==> src/rtl/kplic_core_if.sv <==
// Register bus between the interrupt handler side (master) and kplic_core (slave).
// One-cycle read/write strobes; read data is valid the cycle after reg_rd.
interface kplic_core_if;
    logic [7:0]  reg_addr;
    logic        reg_wr;
    logic        reg_rd;
    logic [31:0] reg_wdata;
    logic [31:0] reg_rdata;

    modport master (output reg_addr, output reg_wr, output reg_rd, output reg_wdata, input reg_rdata);
    modport slave  (input reg_addr, input reg_wr, input reg_rd, input reg_wdata, output reg_rdata);
endinterface

==> src/rtl/kplic_core.sv <==
// kplic_core: platform interrupt controller with per-source gateways, priority arbitration, claim/complete.
// Define KPLIC_EDGE_TRIG_EN to implement EDGECFG (per-source edge-triggered gateways).
module kplic_core #(
    parameter int unsigned N_SRC  = 8,
    parameter int unsigned PRIO_W = 3
) (
    input  logic             cpu_clk,
    input  logic             cpu_rstn,
    input  logic [N_SRC-1:0] src_irq,
    kplic_core_if.slave      bus,
    output logic             kplic_int
);
    localparam logic [7:0] A_PEND  = 8'h00;
    localparam logic [7:0] A_EN    = 8'h04;
    localparam logic [7:0] A_THR   = 8'h08;
    localparam logic [7:0] A_CLAIM = 8'h0C;
    localparam logic [7:0] A_EDGE  = 8'h10;

    logic [N_SRC-1:0]  sync1, sync2;
    logic [N_SRC:1]    pending, pending_n, in_service, in_service_n, enable;
    logic [PRIO_W-1:0] threshold;
    logic [PRIO_W-1:0] prio [N_SRC:1];
    logic [4:0]        best_id;
    logic [PRIO_W-1:0] best_prio;
    logic              claim, complete, gw_set;
    logic [31:0]       rd_val;
`ifdef KPLIC_EDGE_TRIG_EN
    logic [N_SRC-1:0]  sync3;
    logic [N_SRC:1]    edge_cfg;
`endif

    // Ascending scan with strict '>' gives the lowest ID on priority ties; priority 0 never wins.
    always_comb begin
        best_id   = '0;
        best_prio = '0;
        for (int unsigned i = 1; i <= N_SRC; i++) begin
            if (pending[i] && enable[i] && prio[i] > best_prio) begin
                best_id   = 5'(i);
                best_prio = prio[i];
            end
        end
    end

    always_comb begin
        claim        = bus.reg_rd && (bus.reg_addr == A_CLAIM);
        complete     = bus.reg_wr && (bus.reg_addr == A_CLAIM);
        pending_n    = pending;
        in_service_n = in_service;
        gw_set       = 1'b0;
        for (int unsigned i = 1; i <= N_SRC; i++) begin
            gw_set = sync2[i-1] && !pending[i] && !in_service[i];
`ifdef KPLIC_EDGE_TRIG_EN
            if (edge_cfg[i])
                gw_set = sync2[i-1] && !sync3[i-1];
`endif
            if (gw_set)
                pending_n[i] = 1'b1;
            if (complete && bus.reg_wdata == 32'(i))
                in_service_n[i] = 1'b0;
            // Claim wins over a same-edge gateway set of the same ID.
            if (claim && best_id == 5'(i)) begin
                pending_n[i]    = 1'b0;
                in_service_n[i] = 1'b1;
            end
        end
    end

    always_comb begin
        rd_val = '0;
        case (bus.reg_addr)
            A_PEND:  rd_val[N_SRC:1]    = pending;
            A_EN:    rd_val[N_SRC:1]    = enable;
            A_THR:   rd_val[PRIO_W-1:0] = threshold;
            A_CLAIM: rd_val[4:0]        = best_id;
`ifdef KPLIC_EDGE_TRIG_EN
            A_EDGE:  rd_val[N_SRC:1]    = edge_cfg;
`endif
            default: begin
                for (int unsigned i = 1; i <= N_SRC; i++)
                    if (bus.reg_addr == 8'(64 + 4 * i))
                        rd_val[PRIO_W-1:0] = prio[i];
            end
        endcase
    end

    always_ff @(posedge cpu_clk) begin
        if (!cpu_rstn) begin
            sync1         <= '0;
            sync2         <= '0;
            pending       <= '0;
            in_service    <= '0;
            enable        <= '0;
            threshold     <= '0;
            kplic_int     <= 1'b0;
            bus.reg_rdata <= '0;
            for (int unsigned i = 1; i <= N_SRC; i++)
                prio[i] <= '0;
`ifdef KPLIC_EDGE_TRIG_EN
            sync3    <= '0;
            edge_cfg <= '0;
`endif
        end else begin
            sync1      <= src_irq;
            sync2      <= sync1;
            pending    <= pending_n;
            in_service <= in_service_n;
            kplic_int  <= (best_id != '0) && (best_prio > threshold);
`ifdef KPLIC_EDGE_TRIG_EN
            sync3 <= sync2;
`endif
            if (bus.reg_rd)
                bus.reg_rdata <= rd_val;
            if (bus.reg_wr) begin
                case (bus.reg_addr)
                    A_EN:  enable    <= bus.reg_wdata[N_SRC:1];
                    A_THR: threshold <= bus.reg_wdata[PRIO_W-1:0];
`ifdef KPLIC_EDGE_TRIG_EN
                    A_EDGE: edge_cfg <= bus.reg_wdata[N_SRC:1];
`endif
                    default: begin
                        for (int unsigned i = 1; i <= N_SRC; i++)
                            if (bus.reg_addr == 8'(64 + 4 * i))
                                prio[i] <= bus.reg_wdata[PRIO_W-1:0];
                    end
                endcase
            end
        end
    end
endmodule
==> src/flat_wrapper.sv <==
// flat-port wrapper written by rule: the top's interface ports become plain ports
module kplic_core_flat 
#(
    parameter int unsigned N_SRC  = 8,
    parameter int unsigned PRIO_W = 3
)
  (cpu_clk, cpu_rstn, src_irq, kplic_int, bus_reg_addr, bus_reg_wr, bus_reg_rd, bus_reg_wdata, bus_reg_rdata);
  kplic_core_if bus_i ();
  input  logic cpu_clk;
  input  logic cpu_rstn;
  input  logic [N_SRC-1:0] src_irq;
  output logic kplic_int;
  input wire logic [$bits(bus_i.reg_addr)-1:0] bus_reg_addr;
  input wire logic [$bits(bus_i.reg_wr)-1:0] bus_reg_wr;
  input wire logic [$bits(bus_i.reg_rd)-1:0] bus_reg_rd;
  input wire logic [$bits(bus_i.reg_wdata)-1:0] bus_reg_wdata;
  output wire logic [$bits(bus_i.reg_rdata)-1:0] bus_reg_rdata;
  assign bus_i.reg_addr = bus_reg_addr;
  assign bus_i.reg_wr = bus_reg_wr;
  assign bus_i.reg_rd = bus_reg_rd;
  assign bus_i.reg_wdata = bus_reg_wdata;
  assign bus_reg_rdata = bus_i.reg_rdata;
  kplic_core #(.N_SRC(N_SRC), .PRIO_W(PRIO_W)) u_core (.cpu_clk(cpu_clk), .cpu_rstn(cpu_rstn), .src_irq(src_irq), .bus(bus_i), .kplic_int(kplic_int));
endmodule
==> config.mk <==
export PLATFORM = sky130hd
export DESIGN_NAME = kplic_core_flat
export DESIGN_NICKNAME = d
export VERILOG_FILES = /design/src/rtl/kplic_core_if.sv /design/src/rtl/kplic_core.sv /design/src/flat_wrapper.sv
export SDC_FILE = /design/constraint.sdc
export NUM_CORES = 1
export LEC_CHECK = 0
export CORE_MARGIN = 4
export CORE_UTILIZATION = 55
export CTS_BUF_LIST = sky130_fd_sc_hd__clkbuf_8
export CTS_CLUSTER_SIZE = 30
export DETAILED_ROUTE_END_ITERATION = 10
export PLACE_DENSITY = 0.92
export SETUP_SLACK_MARGIN = 0.3
export SYNTH_ARGS = -nofsm -noshare
export SYNTH_HDL_FRONTEND = slang
export SYNTH_SLANG_ARGS = --single-unit
export TNS_END_PERCENT = 100
==> constraint.sdc <==
create_clock -name cpu_clk -period 11.25 [get_ports cpu_clk]
set_input_delay 1.125 -clock cpu_clk [delete_from_list [all_inputs] [get_ports cpu_clk]]
set_output_delay 1.125 -clock cpu_clk [all_outputs]
set_load 0.005 [all_outputs]
==> impl_metrics.env <==
export IMPL_p_leak_uw=0.00208
export IMPL_end_kind="register"
export IMPL_die_w_microns=101
export IMPL_startpoint="u_core.pending[1]"
export IMPL_syn_to_final_growth_pct=17.3
export IMPL_hold_violations=0
export IMPL_cts_tree="built"
export IMPL_avgSynthCellArea_sq_um=8.43
export IMPL_cts_buffers=9
export IMPL_r2r_setup_slack_ns=1.02
export IMPL_final_cell_mix="clkdlybuf4s50_1 (61), dfxtp_1 (52), nand2_1 (51)"
export IMPL_ys_ff_latch=77
export IMPL_route_detailed_drc=0
export IMPL_cts_num_sinks=77
export IMPL_crit_path_start_kind="register"
export IMPL_drt_first_pass_iters=6
export IMPL_worst_slew_pin_slew_ns=1.23
export IMPL_ir_worst_vdd_mv=0.0733
export IMPL_path_clk_slew_ns=0.09
export IMPL_outcome="finished, final reports clean"
export IMPL_rsz0062_at_grt="no"
export IMPL_ys_seq_area_share_pct=37.6
export IMPL_cts_hold_fix_buffers=0
export IMPL_antenna_found_initial=0
export IMPL_power_uw=581
export IMPL_insertion_delay_ns=0.36
export IMPL_dp_final_hpwl_microns=9760
export IMPL_viasPerCell=6.19
export IMPL_drt_initial_drc_count=474
export IMPL_final_min_clock_period_ns=10.23
export IMPL_yosys_cell_types_count=70
export IMPL_max_freq_ghz=0.0977
export IMPL_via_count=4511
export IMPL_synth_flop_cell="dfxtp_1"
export IMPL_place_congestion=0.976
export IMPL_cts_root_buf="clkbuf_8"
export IMPL_synth_area_leaders="dfxtp_1 (22%), edfxtp_1 (15%), a21oi_1 (4.5%), ha_1 (4.5%), nand2_1 (4.0%)"
export IMPL_min_delay_start="u_core.sync1[7]"
export IMPL_fin_nets=688
export IMPL_first_global_vias=4185
export IMPL_synth_area_sq_um=4740
export IMPL_clock_skew_ns=0.0123
export IMPL_critical_path_class="reg -> reg"
export IMPL_fin_tns_setup_ns=0
export IMPL_power_density_nw_per_um2=105
export IMPL_cpPeakStageDelay_ns=0.45
export IMPL_cp_required_ns=11.49
export IMPL_start_util_pct=57.2
export IMPL_grt_pass1_wl_microns=20500
export IMPL_r2r_cells=52
export IMPL_layout_drive_gt1_share_pct=7.85
export IMPL_yosysWarnings=0
export IMPL_slowest_stage="or4_1"
export IMPL_synth_area_leader_cell="dfxtp_1"
export IMPL_n_antenna_cell=0
export IMPL_grt_max_degree=34
export IMPL_finalSetupViolations=0
export IMPL_fp_row_count=33
export IMPL_synth_edf_count=24
export IMPL_crit_arrival_ns=10.47
export IMPL_relSlewSlack_pct=17.8
export IMPL_multi_input_area_sq_um=2680
export IMPL_clock_path_buffers=2
export IMPL_hold_path_class="reg -> reg"
export IMPL_final_seq_area_sq_um=1780
export IMPL_wire_per_inst_microns=17.7
export IMPL_place_port_buffers=61
export IMPL_fp_coreArea_sq_um=8300
export IMPL_crit_end="u_core.pending[5]"
export IMPL_crit_top_cell="ha_1"
export IMPL_r2r_start="u_core.pending[1]"
export IMPL_path_max_fanout=11
export IMPL_max_cap_violations=0
export IMPL_overflow=0
export IMPL_min_period_over_period_pct=90.9
export IMPL_final_common_cell="clkdlybuf4s50_1"
export IMPL_drv_slew=0
export IMPL_r2r_end="u_core.pending[5]"
export IMPL_netlist_area_leader_share_pct=22.4
export IMPL_chipHeight_microns=101
export IMPL_top_level_ports=85
export IMPL_die_area_sq_um=10200
export IMPL_antenna_left=0
export IMPL_synthArstFlopShare_pct=0
export IMPL_totalWireLength_microns=12900
export IMPL_cts_max_level=3
export IMPL_final_fill_count=644
export IMPL_syn_inst=563
export IMPL_track_usage_pct=25.6
layer usage:
metal  share of wire [%]  up-vias  GRT usage [%]
li1                    -     2127              -
met1                  39     2078           33.7
met2                  46      262           41.6
met3                  11       44           4.43
met4                 3.7        0           10.4
met5                   0        -              0
repair_timing:
action                                  4_1_cts  5_1_grt
resized for setup                             0        5
buffers inserted                              0        2
endpoints found under the setup margin        0       12
through the flow:
stage / utilization (%) / hold WS, ns / cell area [sq um] / setup WS (ns) / cells
2_1_floorplan: - / 0.412 / 4830 / 1.72 / 585
3_3_place_gp: 64.2 / 0.418 / 5330 / 1.20 / 711
3_5_place_dp: 64.2 / 0.421 / 5330 / 0.831 / 711
4_1_cts: 66.6 / 0.444 / 5530 / 0.705 / 727
5_1_grt: 67.0 / 0.458 / 5560 / 0.306 / 729
6_report: 67.0 / 0.441 / 5560 / 1.02 / 729
cell families (layout without fill, tap and decap cells):
family	count (synthesis)	count (layout)	synth area share, %
adders and majority gates	17	17	4.48
DFF	77	77	37.6
muxes	8	8	1.79
AOI/OAI and AO/OA	145	145	21.9
and+or+nand+nor	240	240	26.1
buffers and inverters	75	114	8.10
other	1	23	0.0791
sequential cells by signal, summed over array words and instances (netlist names):
register              cells
u_core.enable             8
u_core.in_service         8
u_core.bus.reg_rdata      9
u_core.kplic_int          1
u_core.sync1              8
u_core.pending            8
u_core.threshold          3
u_core.sync2              8
u_core.prio              24
power by group:
group	switching [uW]	total (uW)	internal [uW]	leakage (uW)
registers	9.92	306	296	0.000661
logic	33.2	63.7	30.5	0.00131
clock network	108	212	104	0.000107
synth_stat cells, types with 4 or more instances:
cell type,n
nor4_1,11
and2_1,22
clkbuf_1,18
a221oi_1,7
nand4_1,8
a211oi_1,4
nor3_1,13
nand2b_1,7
and3_1,25
mux2i_1,4
nor3b_1,5
edfxtp_1,24
a21oi_1,43
nor2b_1,5
dfxtp_1,53
nand2_1,51
a31oi_1,5
mux2_2,4
buf_4,23
nor2_1,48
inv_1,30
o21ai_0,21
o31ai_1,13
a21o_1,7
ha_1,17
o31a_1,4
nand3_1,28
area by class of cell:
cell class | instances | area share, %
Tap cell | 105 | 2.36
Multi-Input combinational cell | 433 | 48.2
Sequential cell | 77 | 32.0
Clock buffer | 9 | 2.23
Inverter | 31 | 2.09
Clock inverter | 7 | 1.33
Timing Repair Buffer | 67 | 11.8
how the worst min path moves through the flow:
| stage | slack (ns) | to | depth (start not counted) |
|---|---|---|---|
| after floorplan | 0.41 | u_core.sync2[0] | 1 |
| after global placement | 0.42 | u_core.sync2[2] | 1 |
| after detailed placement | 0.42 | u_core.sync2[7] | 1 |
| after CTS | 0.44 | u_core.sync2[6] | 1 |
| after global routing | 0.46 | u_core.sync2[6] | 1 |
| final | 0.44 | u_core.sync2[7] | 1 |
critical path: cells and delay by family (launching register included):
kind / cells / cell delay, ns
DFF: 1 / 0.41
muxes: 3 / 0.79
and+or+nand+nor: 18 / 2.77
adders and majority gates: 7 / 1.88
AOI/OAI and AO/OA: 17 / 3.41
buffers and inverters: 7 / 0.83
No activity file was read; power rests on OpenSTA's default activity.
